$ cat config.mk
export PLATFORM = sky130hd
export DESIGN_NAME = axi4lite_debug_regs_flat
export DESIGN_NICKNAME = d
export VERILOG_FILES = /design/src/rtl/axi4lite_debug_regs_if.sv /design/src/rtl/axi4lite_debug_regs.sv /design/src/flat_wrapper.sv
export SDC_FILE = /design/constraint.sdc
export NUM_CORES = 1
export LEC_CHECK = 0
export BUFFER_PORTS_ARGS = -buffer_cell sky130_fd_sc_hd__buf_2
export CAP_MARGIN = 10
export CORE_MARGIN = 2
export CORE_UTILIZATION = 30
export CTS_CLUSTER_SIZE = 12
export DETAILED_ROUTE_END_ITERATION = 10
export PLACE_DENSITY_LB_ADDON = 0.2
export SKIP_LAST_GASP = 1
export SYNTH_ARGS = -nofsm -noshare
export SYNTH_HDL_FRONTEND = slang
export SYNTH_SLANG_ARGS = --single-unit
$ cat constraint.sdc
create_clock -name s00_axi_aclk -period 6.5 [get_ports s00_axi_aclk]
set_input_delay 1.3 -clock s00_axi_aclk [delete_from_list [all_inputs] [get_ports s00_axi_aclk]]
set_output_delay 1.3 -clock s00_axi_aclk [all_outputs]
set_load 0.01 [all_outputs]
$ cat src/rtl/axi4lite_debug_regs_if.sv
// AXI4-Lite bus bundle for the debug register block.
// Signal names match the s00_axi_* port names of the responder.
interface axi4lite_debug_regs_if #(
  parameter int ADDR_W = 32,
  parameter int DATA_W = 32
);
  logic [ADDR_W-1:0]   s00_axi_awaddr;
  logic [2:0]          s00_axi_awprot;
  logic                s00_axi_awvalid;
  logic                s00_axi_awready;
  logic [DATA_W-1:0]   s00_axi_wdata;
  logic [DATA_W/8-1:0] s00_axi_wstrb;
  logic                s00_axi_wvalid;
  logic                s00_axi_wready;
  logic [1:0]          s00_axi_bresp;
  logic                s00_axi_bvalid;
  logic                s00_axi_bready;
  logic [ADDR_W-1:0]   s00_axi_araddr;
  logic [2:0]          s00_axi_arprot;
  logic                s00_axi_arvalid;
  logic                s00_axi_arready;
  logic [DATA_W-1:0]   s00_axi_rdata;
  logic [1:0]          s00_axi_rresp;
  logic                s00_axi_rvalid;
  logic                s00_axi_rready;

  modport slave (
    input  s00_axi_awaddr, s00_axi_awprot, s00_axi_awvalid,
    output s00_axi_awready,
    input  s00_axi_wdata, s00_axi_wstrb, s00_axi_wvalid,
    output s00_axi_wready,
    output s00_axi_bresp, s00_axi_bvalid,
    input  s00_axi_bready,
    input  s00_axi_araddr, s00_axi_arprot, s00_axi_arvalid,
    output s00_axi_arready,
    output s00_axi_rdata, s00_axi_rresp, s00_axi_rvalid,
    input  s00_axi_rready
  );

  modport master (
    output s00_axi_awaddr, s00_axi_awprot, s00_axi_awvalid,
    input  s00_axi_awready,
    output s00_axi_wdata, s00_axi_wstrb, s00_axi_wvalid,
    input  s00_axi_wready,
    input  s00_axi_bresp, s00_axi_bvalid,
    output s00_axi_bready,
    output s00_axi_araddr, s00_axi_arprot, s00_axi_arvalid,
    input  s00_axi_arready,
    input  s00_axi_rdata, s00_axi_rresp, s00_axi_rvalid,
    output s00_axi_rready
  );
endinterface

$ cat src/rtl/axi4lite_debug_regs.sv
// AXI4-Lite debug register file: ID, SCRATCH0/1, CTRL, W1C STATUS, optional COUNTER.
// Define AXI_REGS_COUNTER_EN to implement the free-running COUNTER at offset 0x14.
module axi4lite_debug_regs #(
  parameter int          C_S00_AXI_ADDR_WIDTH = 32,
  parameter int          C_S00_AXI_DATA_WIDTH = 32,
  parameter logic [31:0] C_ID                 = 32'h52454753
) (
  input  logic                            s00_axi_aclk,
  input  logic                            s00_axi_aresetn,
  axi4lite_debug_regs_if.slave            s_axi,
  output logic [C_S00_AXI_DATA_WIDTH-1:0] ctrl_out,
  input  logic                            event_in,
  output logic                            irq
);
  localparam int DW = C_S00_AXI_DATA_WIDTH;
  localparam int SW = DW / 8;
  localparam int AW = C_S00_AXI_ADDR_WIDTH;
  localparam logic [1:0] OKAY   = 2'b00;
  localparam logic [1:0] SLVERR = 2'b10;

  logic          awready_q, awready_d, wready_q, wready_d, arready_q, arready_d;
  logic          bvalid_q, bvalid_d, rvalid_q, rvalid_d;
  logic [1:0]    bresp_q, bresp_d, rresp_q, rresp_d;
  logic [DW-1:0] rdata_q, rdata_d;
  logic          aw_held_q, aw_held_d, w_held_q, w_held_d;
  logic [2:0]    aw_idx_q, aw_idx_d;
  logic [DW-1:0] wdata_q, wdata_d;
  logic [SW-1:0] wstrb_q, wstrb_d;
  logic [DW-1:0] scratch0_q, scratch0_d, scratch1_q, scratch1_d, ctrl_q, ctrl_d;
  logic          status_q, status_d, event_prev_q, irq_q, irq_d;
`ifdef AXI_REGS_COUNTER_EN
  logic [DW-1:0] counter_q, counter_d;
`endif

  logic          aw_hs, w_hs, ar_hs, commit, wr_err, rd_err, ev_rise, w1c;
  logic [2:0]    wr_idx, rd_idx;
  logic [DW-1:0] wr_data, rd_val;
  logic [SW-1:0] wr_strb;

  function automatic logic [DW-1:0] merge(input logic [DW-1:0] old_v,
                                          input logic [DW-1:0] new_v,
                                          input logic [SW-1:0] strb);
    logic [DW-1:0] r;
    r = old_v;
    for (int b = 0; b < SW; b++)
      if (strb[b]) r[b*8 +: 8] = new_v[b*8 +: 8];
    return r;
  endfunction

  // Write path: each channel is latched on its own handshake; the commit uses
  // whichever of held/incoming copy is current so same-cycle arrival also commits.
  always_comb begin
    aw_hs   = s_axi.s00_axi_awvalid & awready_q;
    w_hs    = s_axi.s00_axi_wvalid & wready_q;
    wr_idx  = aw_hs ? s_axi.s00_axi_awaddr[4:2] : aw_idx_q;
    wr_data = w_hs ? s_axi.s00_axi_wdata : wdata_q;
    wr_strb = w_hs ? s_axi.s00_axi_wstrb : wstrb_q;
    commit  = (aw_held_q | aw_hs) & (w_held_q | w_hs) & ~bvalid_q;
    wr_err  = !(wr_idx inside {3'd1, 3'd2, 3'd3, 3'd4});

    aw_held_d = commit ? 1'b0 : (aw_held_q | aw_hs);
    w_held_d  = commit ? 1'b0 : (w_held_q | w_hs);
    aw_idx_d  = wr_idx;
    wdata_d   = wr_data;
    wstrb_d   = wr_strb;
    bvalid_d  = commit | (bvalid_q & ~s_axi.s00_axi_bready);
    bresp_d   = commit ? (wr_err ? SLVERR : OKAY) : bresp_q;
    awready_d = ~(aw_held_d | bvalid_d);
    wready_d  = ~(w_held_d | bvalid_d);

    scratch0_d = (commit && wr_idx == 3'd1) ? merge(scratch0_q, wr_data, wr_strb) : scratch0_q;
    scratch1_d = (commit && wr_idx == 3'd2) ? merge(scratch1_q, wr_data, wr_strb) : scratch1_q;
    ctrl_d     = (commit && wr_idx == 3'd3) ? merge(ctrl_q, wr_data, wr_strb) : ctrl_q;

    // A fresh event outranks a same-edge W1C so no edge is ever lost.
    ev_rise  = event_in & ~event_prev_q;
    w1c      = commit && wr_idx == 3'd4 && wr_strb[0] && wr_data[0];
    status_d = ev_rise | (status_q & ~w1c);
    irq_d    = status_q & ctrl_q[DW-1];
`ifdef AXI_REGS_COUNTER_EN
    counter_d = counter_q + {{(DW-1){1'b0}}, 1'b1};
`endif
  end

  // Read path samples current register values, so a same-edge write is not seen.
  always_comb begin
    ar_hs  = s_axi.s00_axi_arvalid & arready_q;
    rd_idx = s_axi.s00_axi_araddr[4:2];
    rd_val = '0;
    rd_err = 1'b0;
    case (rd_idx)
      3'd0:    rd_val = C_ID;
      3'd1:    rd_val = scratch0_q;
      3'd2:    rd_val = scratch1_q;
      3'd3:    rd_val = ctrl_q;
      3'd4:    rd_val = {{(DW-1){1'b0}}, status_q};
`ifdef AXI_REGS_COUNTER_EN
      3'd5:    rd_val = counter_q;
`endif
      default: rd_err = 1'b1;
    endcase
    rvalid_d  = ar_hs | (rvalid_q & ~s_axi.s00_axi_rready);
    arready_d = ~rvalid_d;
    rdata_d   = ar_hs ? (rd_err ? '0 : rd_val) : rdata_q;
    rresp_d   = ar_hs ? (rd_err ? SLVERR : OKAY) : rresp_q;
  end

  always_ff @(posedge s00_axi_aclk or negedge s00_axi_aresetn) begin
    if (!s00_axi_aresetn) begin
      awready_q    <= 1'b0;
      wready_q     <= 1'b0;
      arready_q    <= 1'b0;
      bvalid_q     <= 1'b0;
      rvalid_q     <= 1'b0;
      bresp_q      <= '0;
      rresp_q      <= '0;
      rdata_q      <= '0;
      aw_held_q    <= 1'b0;
      w_held_q     <= 1'b0;
      aw_idx_q     <= '0;
      wdata_q      <= '0;
      wstrb_q      <= '0;
      scratch0_q   <= '0;
      scratch1_q   <= '0;
      ctrl_q       <= '0;
      status_q     <= 1'b0;
      event_prev_q <= 1'b0;
      irq_q        <= 1'b0;
`ifdef AXI_REGS_COUNTER_EN
      counter_q    <= '0;
`endif
    end else begin
      awready_q    <= awready_d;
      wready_q     <= wready_d;
      arready_q    <= arready_d;
      bvalid_q     <= bvalid_d;
      rvalid_q     <= rvalid_d;
      bresp_q      <= bresp_d;
      rresp_q      <= rresp_d;
      rdata_q      <= rdata_d;
      aw_held_q    <= aw_held_d;
      w_held_q     <= w_held_d;
      aw_idx_q     <= aw_idx_d;
      wdata_q      <= wdata_d;
      wstrb_q      <= wstrb_d;
      scratch0_q   <= scratch0_d;
      scratch1_q   <= scratch1_d;
      ctrl_q       <= ctrl_d;
      status_q     <= status_d;
      event_prev_q <= event_in;
      irq_q        <= irq_d;
`ifdef AXI_REGS_COUNTER_EN
      counter_q    <= counter_d;
`endif
    end
  end

  assign s_axi.s00_axi_awready = awready_q;
  assign s_axi.s00_axi_wready  = wready_q;
  assign s_axi.s00_axi_arready = arready_q;
  assign s_axi.s00_axi_bvalid  = bvalid_q;
  assign s_axi.s00_axi_bresp   = bresp_q;
  assign s_axi.s00_axi_rvalid  = rvalid_q;
  assign s_axi.s00_axi_rresp   = rresp_q;
  assign s_axi.s00_axi_rdata   = rdata_q;
  assign ctrl_out = ctrl_q;
  assign irq      = irq_q;

  logic unused_ok;
  assign unused_ok = ^{s_axi.s00_axi_awaddr[AW-1:5], s_axi.s00_axi_awaddr[1:0],
                       s_axi.s00_axi_araddr[AW-1:5], s_axi.s00_axi_araddr[1:0],
                       s_axi.s00_axi_awprot, s_axi.s00_axi_arprot};
endmodule

$ cat src/flat_wrapper.sv
// flat-port wrapper written by rule: the top's interface ports become plain ports
module axi4lite_debug_regs_flat 
#(
  parameter int          C_S00_AXI_ADDR_WIDTH = 32,
  parameter int          C_S00_AXI_DATA_WIDTH = 32,
  parameter logic [31:0] C_ID                 = 32'h52454753
)
  (s00_axi_aclk, s00_axi_aresetn, ctrl_out, event_in, irq, s_axi_s00_axi_awaddr, s_axi_s00_axi_awprot, s_axi_s00_axi_awvalid, s_axi_s00_axi_awready, s_axi_s00_axi_wdata, s_axi_s00_axi_wstrb, s_axi_s00_axi_wvalid, s_axi_s00_axi_wready, s_axi_s00_axi_bresp, s_axi_s00_axi_bvalid, s_axi_s00_axi_bready, s_axi_s00_axi_araddr, s_axi_s00_axi_arprot, s_axi_s00_axi_arvalid, s_axi_s00_axi_arready, s_axi_s00_axi_rdata, s_axi_s00_axi_rresp, s_axi_s00_axi_rvalid, s_axi_s00_axi_rready);
  axi4lite_debug_regs_if #(.ADDR_W(32), .DATA_W(32)) s_axi_i ();
  input  logic s00_axi_aclk;
  input  logic s00_axi_aresetn;
  output logic [C_S00_AXI_DATA_WIDTH-1:0] ctrl_out;
  input  logic event_in;
  output logic irq;
  input wire logic [$bits(s_axi_i.s00_axi_awaddr)-1:0] s_axi_s00_axi_awaddr;
  input wire logic [$bits(s_axi_i.s00_axi_awprot)-1:0] s_axi_s00_axi_awprot;
  input wire logic [$bits(s_axi_i.s00_axi_awvalid)-1:0] s_axi_s00_axi_awvalid;
  output wire logic [$bits(s_axi_i.s00_axi_awready)-1:0] s_axi_s00_axi_awready;
  input wire logic [$bits(s_axi_i.s00_axi_wdata)-1:0] s_axi_s00_axi_wdata;
  input wire logic [$bits(s_axi_i.s00_axi_wstrb)-1:0] s_axi_s00_axi_wstrb;
  input wire logic [$bits(s_axi_i.s00_axi_wvalid)-1:0] s_axi_s00_axi_wvalid;
  output wire logic [$bits(s_axi_i.s00_axi_wready)-1:0] s_axi_s00_axi_wready;
  output wire logic [$bits(s_axi_i.s00_axi_bresp)-1:0] s_axi_s00_axi_bresp;
  output wire logic [$bits(s_axi_i.s00_axi_bvalid)-1:0] s_axi_s00_axi_bvalid;
  input wire logic [$bits(s_axi_i.s00_axi_bready)-1:0] s_axi_s00_axi_bready;
  input wire logic [$bits(s_axi_i.s00_axi_araddr)-1:0] s_axi_s00_axi_araddr;
  input wire logic [$bits(s_axi_i.s00_axi_arprot)-1:0] s_axi_s00_axi_arprot;
  input wire logic [$bits(s_axi_i.s00_axi_arvalid)-1:0] s_axi_s00_axi_arvalid;
  output wire logic [$bits(s_axi_i.s00_axi_arready)-1:0] s_axi_s00_axi_arready;
  output wire logic [$bits(s_axi_i.s00_axi_rdata)-1:0] s_axi_s00_axi_rdata;
  output wire logic [$bits(s_axi_i.s00_axi_rresp)-1:0] s_axi_s00_axi_rresp;
  output wire logic [$bits(s_axi_i.s00_axi_rvalid)-1:0] s_axi_s00_axi_rvalid;
  input wire logic [$bits(s_axi_i.s00_axi_rready)-1:0] s_axi_s00_axi_rready;
  assign s_axi_i.s00_axi_awaddr = s_axi_s00_axi_awaddr;
  assign s_axi_i.s00_axi_awprot = s_axi_s00_axi_awprot;
  assign s_axi_i.s00_axi_awvalid = s_axi_s00_axi_awvalid;
  assign s_axi_s00_axi_awready = s_axi_i.s00_axi_awready;
  assign s_axi_i.s00_axi_wdata = s_axi_s00_axi_wdata;
  assign s_axi_i.s00_axi_wstrb = s_axi_s00_axi_wstrb;
  assign s_axi_i.s00_axi_wvalid = s_axi_s00_axi_wvalid;
  assign s_axi_s00_axi_wready = s_axi_i.s00_axi_wready;
  assign s_axi_s00_axi_bresp = s_axi_i.s00_axi_bresp;
  assign s_axi_s00_axi_bvalid = s_axi_i.s00_axi_bvalid;
  assign s_axi_i.s00_axi_bready = s_axi_s00_axi_bready;
  assign s_axi_i.s00_axi_araddr = s_axi_s00_axi_araddr;
  assign s_axi_i.s00_axi_arprot = s_axi_s00_axi_arprot;
  assign s_axi_i.s00_axi_arvalid = s_axi_s00_axi_arvalid;
  assign s_axi_s00_axi_arready = s_axi_i.s00_axi_arready;
  assign s_axi_s00_axi_rdata = s_axi_i.s00_axi_rdata;
  assign s_axi_s00_axi_rresp = s_axi_i.s00_axi_rresp;
  assign s_axi_s00_axi_rvalid = s_axi_i.s00_axi_rvalid;
  assign s_axi_i.s00_axi_rready = s_axi_s00_axi_rready;
  axi4lite_debug_regs #(.C_S00_AXI_ADDR_WIDTH(C_S00_AXI_ADDR_WIDTH), .C_S00_AXI_DATA_WIDTH(C_S00_AXI_DATA_WIDTH), .C_ID(C_ID)) u_core (.s00_axi_aclk(s00_axi_aclk), .s00_axi_aresetn(s00_axi_aresetn), .s_axi(s_axi_i), .ctrl_out(ctrl_out), .event_in(event_in), .irq(irq));
endmodule
==> results list, run 1 <==
- Once the clock tree was built, the resizer swapped 0 gates to a different size.
- Setup repair after global routing left no endpoint under its margin.
- The setup check on the worst reg-to-reg path leaves a slack of around 3.6 ns.
- Power per Cell Area: 443 nW/um^2
- In the routed design, unresolved DRC markers number 0.
- Yosys reg bits: 179
- The root buffer cell chosen for the clock tree is sky130_fd_sc_hd__clkbuf_16.
- Hold timing on the final database bottoms out at a slack of about 0.43 ns.
- Setup violations, final: 0
- Most frequently used flop master after synthesis: sky130_fd_sc_hd__dfrtp_1
- Tracing the worst setup path back leads to its startpoint at s_axi_s00_axi_wvalid.
- Data required time at the worst endpoint: 6.81 ns
* Port Buffers: between 100 and 150
- Cell taking the most area after synthesis: sky130_fd_sc_hd__dfrtp_1
- Count of different cell masters after synthesis: 36
- Chip height: ~160 um
- Between clock sinks in the finished design, the worst skew comes to 0.0111 ns.
- Aggregate routed wire length: roughly 20000 um
- Number of cells in the design after placement: ~1000
- Synth warnings: 0
* Avg Cell Area, Syn: about 14 um^2
* Number of nets in the layout: 790
* Capturing element type of the critical path: flop
- The first global-routing pass estimated just over 30000 um of wire.
- The worst register-to-register path ends at u_core.scratch1_q[2].
* Detailed-route via count: around 4.8k
- In the final routed layout, each cell accounts on average for between 15 and 20 um.
* CTS tree: yes
- Start point of the worst min-delay path: u_core.event_prev_q
- After clock tree synthesis, the clock-pin slew on the worst setup and hold paths is ~0.060 ns.
- No sink is reached through more buffers than the 2 on the longest clock path.
- Peak supply drop: between 100 and 150 uV
* IO Count: approximately 190
- In this run the standard cell core region covers approximately 25000 um^2.
* Mean number of vias per cell: roughly 4.8
- Summed over all cells, the static leakage comes to between 4 and 5 nW.
- Clock latency at the later pin of the worst-skew pair: ~0.43 ns
- The number of antenna diodes in the final layout is 0.
- HPWL after DPL: roughly 13000 um
* CTS Hold Buffers Added: 0
- Worst-path fanout max: 22
* Sort of element at the start of the critical path: input pin
* Max-slew violations: 0
- In the synthesized netlist, the number of instances is roughly 560.
- Measured along the x axis, the die boundary spans about 160 um.
- The area growth from synthesis to layout is 20.1%.
- The worst path in the final design needs a cycle of ~3.5 ns, including I/O delays and setup.
* Share of flip-flops with an asynchronous set or reset after synthesis: 1.00
- The share of synthesized area in the top cell type comes to 0.588.
- The worst pin sits at a relative slew slack of 0.306.
- Number of maximum-capacitance constraint violations: 0
- TritonCTS sink count: 179
* Number of buffers inserted during clock tree synthesis: 17
* Largest net degree at the start of global routing: 73
- The initial utilization of the core area, before any placement, comes to 0.304.
* Combined area of all synthesized cells: 7620 um^2
- Cell with the most instances after synthesis: sky130_fd_sc_hd__dfrtp_1
- Peak Freq: roughly 290 MHz
- Post-CTS setup buffer count: 0
- Number of search-and-repair iterations in the first detailed-routing pass: 4
- Share of final-layout standard cells stronger than drive strength 1: 0.467
- Setup total negative slack on the finished layout was measured at 0 ns.
- Layout fillers: 2471
- Worst hold path type: reg -> reg
* Hold violation count in the final report: 0
- Sequential area share after synthesis: 0.588
- Launch point of the worst reg-to-reg path: u_core.s_axi.s00_axi_awready
- Count of flip-flops with a built-in enable after synthesis: 0
- Setup CP Type: in -> reg
* Transition at the pin with the smallest max-transition slack: 1.04 ns
* Die outline area: 26700 um^2
- Initial antenna violation count: 0
- Dividing the final minimum period by the clock period gives 0.532.
- Once detail routing completed, the nets flagged for antenna violations numbered 0.
- Ranked by total cell area, the synthesized netlist is headed by sky130_fd_sc_hd__dfrtp_1 (59%), sky130_fd_sc_hd__mux2_2 (21%), sky130_fd_sc_hd__nor4_4 (2.5%).
- Number of DRC markers in iteration 0: between 200 and 250
* Number of global-route vias before repair: between 5k and 6k
* Core utilization of the finished layout: 0.365
- The clock tree synthesis step divided the H-tree into 4 levels.
* CP Data Arrival Time: 3.77 ns
- Most used standard cells in the synthesized netlist: sky130_fd_sc_hd__dfrtp_1 (179), sky130_fd_sc_hd__mux2_2 (144), sky130_fd_sc_hd__nand2_1 (50)
* Depth of the worst register-to-register path: 4
- Grt ovf: 0
- The most critical setup path has its endpoint at u_core.ctrl_out[13].
- The initialized floorplan defines 58 standard-cell rows.
- Final std cells w/o fill: between 1k and 1.5k
- The flow ran to the end, and the final reports show no timing, DRC or antenna violations.
- GRT Total Usage: 0.152
- Placer congestion estimate: 0.736
- Total power: approximately 4 mW
[flip-flops by register name, indices dropped and copies added, names as in the netlist]
name and flops:
u_core.wdata_q 32, u_core.s_axi.s00_axi_arready 1, u_core.s_axi.s00_axi_wready 1, u_core.event_prev_q 1, u_core.status_q 1, u_core.s_axi.s00_axi_rdata 32
u_core.w_held_q 1, u_core.irq 1, u_core.s_axi.s00_axi_awready 1, u_core.scratch0_q 32, u_core.s_axi.s00_axi_bvalid 1, u_core.aw_idx_q 3
u_core.s_axi.s00_axi_bresp 1, u_core.scratch1_q 32, u_core.ctrl_out 32, u_core.wstrb_q 4, u_core.s_axi.s00_axi_rresp 1, u_core.aw_held_q 1
u_core.s_axi.s00_axi_rvalid 1
[worst max-delay path, stage by stage]
cell,delay (ns)
sky130_fd_sc_hd__buf_2,0.15
sky130_fd_sc_hd__nand2_2,0.32
sky130_fd_sc_hd__buf_4,0.45
sky130_fd_sc_hd__mux2i_1,0.32
sky130_fd_sc_hd__nor4_4,0.79
sky130_fd_sc_hd__mux2_2,0.42
[per-layer routing]
metal  vias up  global-route usage  share of wire
met3        21              0.0376          0.047
met2       103               0.236           0.46
met5         -                   0              0
met1      2481               0.209           0.48
met4         0              0.0479          0.015
li1       2239                   -              -
[per-stage QoR]
| step | area (um^2) | worst slack (ns) |
|---|---|---|
| after floorplan | 7620 | 3.25 |
| after global placement | 8550 | 2.57 |
| after detailed placement | 8550 | 2.53 |
| after CTS | 9150 | 2.99 |
| after global routing | 9150 | 2.88 |
| final | 9150 | 3.04 |
[logic make-up (layout without fill, tap and decap cells)]
group           Yosys count  count (layout)  share of synthesized area
other cells               1               2                   0.000492
xor+xnor                  1               1                    0.00115
mux                     164             164                      0.240
compound gates           82              82                     0.0688
simple gates             92              92                     0.0775
buf+inv                  44             169                     0.0243
flops                   179             179                      0.588
[where the power goes]
group / internal, mW / switching (mW)
Combinational: 0.588 / 0.652
Sequential: 1.54 / 0.225
Clock: 0.597 / 0.443
[worst min path at each step]
stage               cells after the start         endpoint
global placement                        1  u_core.status_q
detailed placement                      1  u_core.status_q
floorplan                               1  u_core.status_q
global route                            1  u_core.status_q
finish                                  1  u_core.status_q
CTS                                     1  u_core.status_q
[cells in the final DEF, fill, tap and decap left out, types with 3 or more instances in the layout]
cell	count
sky130_fd_sc_hd__dfrtp_1	179
sky130_fd_sc_hd__a21boi_0	3
sky130_fd_sc_hd__nor2b_1	5
sky130_fd_sc_hd__clkbuf_16	17
sky130_fd_sc_hd__inv_1	10
sky130_fd_sc_hd__o31ai_1	13
sky130_fd_sc_hd__clkinv_4	3
sky130_fd_sc_hd__mux2_2	144
sky130_fd_sc_hd__nor4_4	9
sky130_fd_sc_hd__a22oi_1	18
sky130_fd_sc_hd__o21ai_0	36
sky130_fd_sc_hd__and3_1	4
sky130_fd_sc_hd__a21bo_2	3
sky130_fd_sc_hd__or2_2	4
sky130_fd_sc_hd__clkinv_2	4
sky130_fd_sc_hd__nand4bb_1	3
sky130_fd_sc_hd__clkbuf_8	3
sky130_fd_sc_hd__nand2_1	48
sky130_fd_sc_hd__nand2b_1	3
sky130_fd_sc_hd__nor2_1	6
sky130_fd_sc_hd__buf_4	6
sky130_fd_sc_hd__mux2_1	3
sky130_fd_sc_hd__mux2i_1	17
sky130_fd_sc_hd__buf_2	120
[final cells by class]
class                   count  area [um^2]  share of cell area
flip-flops and latches    179         4480               0.490
multi-input cells         341         2960               0.324
repair buffers            127          657              0.0718
clock buffers              20          467              0.0510
well taps                 330          413              0.0451
clock inverters            12          130              0.0142
inverters                  10         37.5             0.00410
No activity file was read; power rests on OpenSTA's default activity.
==> run 2: changes to the inputs <==
Clock period 6.5 ns to 2.97 ns, I/O delays scaled along.
==> results list, run 2 (same netlist as run 1, synthesis figures left out) <==
* Status: completed
* Number of maximum-capacitance constraint violations: 0 (unchanged)
- Number of search-and-repair iterations in the first detailed-routing pass: 4 (unchanged)
- Hold violation count in the final report: 0 (unchanged)
* Core Box Area: 25000 um^2 (unchanged)
- The net count reported at finish was 810 (+2.5%).
* Die outline area: 26700 um^2 (unchanged)
- Cell area after layout: 9320 um^2 (+1.9%)
* Most frequent cells in the layout: sky130_fd_sc_hd__dfrtp_1 (179), sky130_fd_sc_hd__mux2_2 (144), sky130_fd_sc_hd__buf_2 (120), sky130_fd_sc_hd__nand2_1 (48), sky130_fd_sc_hd__o21ai_0 (36)
* Clock tree skew after final layout: 0.0180 ns (+0.00693 ns)
* Setup TNS: 0 ns (unchanged)
* Placer congestion estimate: 0.759 (+3.1%)
- For the finished layout, the period the worst path requires is 2.45 ns.
- Number of buffers inserted during clock tree synthesis: 17 (unchanged)
- Peak supply drop: 320 uV (+110%)
* Capturing element type of the critical path: flop
- The share of final-layout standard cells stronger than drive strength 1 is 0.477 (+0.0101).
* Number of H-tree levels: 4 (unchanged)
- Net switching power: 2.86 mW (+120%)
- Detailed-route via count: 4966 (+2.5%)
- Clock latency at the later pin of the worst-skew pair: 0.43 ns (about the same)
- Worst hold path type: in -> async
* Buffers and inverters on the worst path: 2 (unchanged)
- CTS Hold Buffers Added: 0 (unchanged)
- Top Family by Delay on Critical Path: simple AND/OR/NAND/NOR gates
- Worst-path fanout max: 10 (-55%)
- The width of the die was 163 um (unchanged).
* Peak Freq: just over 400 MHz
- The number of antenna violations at the first check in global routing was 0 (unchanged).
* Post-route fraction of the period consumed by the critical path: 0.826
- Global-route wire length before repair: 30400 um (about the same)
- The number of antenna repair diodes came to 0 (unchanged).
- Part of the power in the clock network: 0.255 (-0.002)
- The number of setup buffers added after CTS came to 0 (unchanged).
- Leaving out fill and tap cells, the most frequent cell in the layout is sky130_fd_sc_hd__dfrtp_1.
- Number of DRC markers in iteration 0: 247 (+3.8%)
- The average detailed-routed wire length per instance was 18.8 um (-1.7%).
* Cells traversed along the worst timing path: and3_1, or4_1, buf_4, nor4_4, buf_4, mux2_2
* Internal power component: 6.07 mW (+120%)
- Setup violations, final: 0 (unchanged)
- Largest net degree at the start of global routing: 74 (+1.4%)
- Synthesis-to-finish area growth: 22.4%
- Placement-stage cell area: 8730 um^2 (+2.0%)
- The routed wire length is 19600 um (+0.15%).
- HPWL after DPL: 13400 um (+3.3%)
- The slowest stage of the critical path belongs to the cell sky130_fd_sc_hd__or4_1.
- GRT Total Usage: 0.153 (+0.000822)
* TritonCTS sink count: 179 (unchanged)
- IO Count: 188 (unchanged)
- Post-CTS clock slew at the launch and capture registers of the worst setup and hold paths: 0.07 ns (about the same)
- Final routed DRC violation total: 0 (unchanged)
- The number of global-route vias before repair came to 5194 (-0.90%).
- In this design, the critical path's most frequently occurring cell is sky130_fd_sc_hd__buf_4.
- The root buffer cell chosen for the clock tree is sky130_fd_sc_hd__clkbuf_16.
* Net switching share of the total power: 0.320 (-0.00584)
- The residual overflow from global routing was 0 (unchanged).
- The transition at the pin with the smallest max-transition slack is 0.923 ns (-0.113 ns).
* Max-slew violations: 0 (unchanged)
* Setup repair after global routing missed its margin: no
* Max clock buf depth: 2 (unchanged)
- The number of filler cells placed in the layout was 2416 (-2.2%).
- The count of cells resized by post-cts repair came to 0 (unchanged).
- Chip height: 163 um (unchanged)
- Sort of element at the start of the critical path: flop
- The endpoint arrival time on the critical path was 2.77 ns (-1.00 ns).
- The part of the total power dissipated in sequential elements came to 0.434 (-0.003).
* Setup CP Type: reg -> reg
* CTS tree: yes
- FP Rows: 58 (unchanged)
- Data required time at the worst endpoint: 3.28 ns (-3.53 ns)
- Port Buffers: 121 (unchanged)
* Final ANT Viol Nets: 0 (unchanged)
- Longest individual stage delay on the worst path: 0.52 ns (-0.27 ns)
* Static leakage power: 4.51 nW (+2.1%)
- Normalized max-slew margin: 0.382 (+0.0757)
- Post-Route Hold Slack: 0.192 ns (-0.236 ns)
* Relative contribution of combinational cells to total power: 0.311 (+0.005)
- The via density per instance was 4.78 (+0.64%).
- The effective utilization at floorplan is 0.304 (unchanged).
* Power per Cell Area: 959 nW/um^2 (+120%)
## run 2: power groups by stage
stage	registers (mW)	clock network [mW]	logic, mW
2_1_floorplan	3.92	0	1.77
3_3_place_gp	3.86	0	2.74
3_5_place_dp	3.93	0	2.81
4_1_cts	3.88	2.35	2.82
5_1_grt	3.99	2.46	3.06
6_report	3.88	2.28	2.78
## run 2: worst paths after layout
check / cells after the start / endpoint / start / slack (ns)
setup / recovery: 6 / u_core.scratch1_q[20] / u_core.s_axi.s00_axi_awready / 0.52
setup reg to reg: 6 / u_core.scratch1_q[20] / u_core.s_axi.s00_axi_awready / 0.52
hold reg to reg: 1 / u_core.status_q / u_core.event_prev_q / 0.42
hold / removal: 1 / u_core.s_axi.s00_axi_rdata[16] / s00_axi_aresetn / 0.19
max in group asynchronous: 2 / u_core.wdata_q[3] / s00_axi_aresetn / 2.01
min in group s00_axi_aclk: 1 / u_core.event_prev_q / event_in / 0.32
## run 2: layout make-up
type,instances,area (um^2),share of cell area
multi-input combinational,341,2960,0.318
inverter,10,37.5,0.00403
clock buffer,22,464,0.0498
timing repair buffer,147,832,0.0893
sequential,179,4480,0.481
clock inverter,9,130,0.0140
tap,330,413,0.0443
## run 2: layer usage
layer  up-vias  track usage  part of all wire
li1       2277            -                 -
met1      2568        0.211              0.48
met2       110        0.239              0.47
met3        11       0.0366             0.046
met4         0       0.0463             0.011
met5         -            0                 0
## run 2: metrics by stage
| step | cells | utilization | setup slack (ns) | power [mW] |
|---|---|---|---|---|
| after floorplan | 564 | - | 0.428 | 5.69 |
| after global placement | 1007 | 0.349 | 0.274 | 6.60 |
| after detailed placement | 1007 | 0.349 | 0.274 | 6.74 |
| after CTS | 1038 | 0.372 | 0.513 | 9.06 |
| after global routing | 1038 | 0.372 | 0.393 | 9.51 |
| final | 1038 | 0.372 | 0.517 | 8.94 |
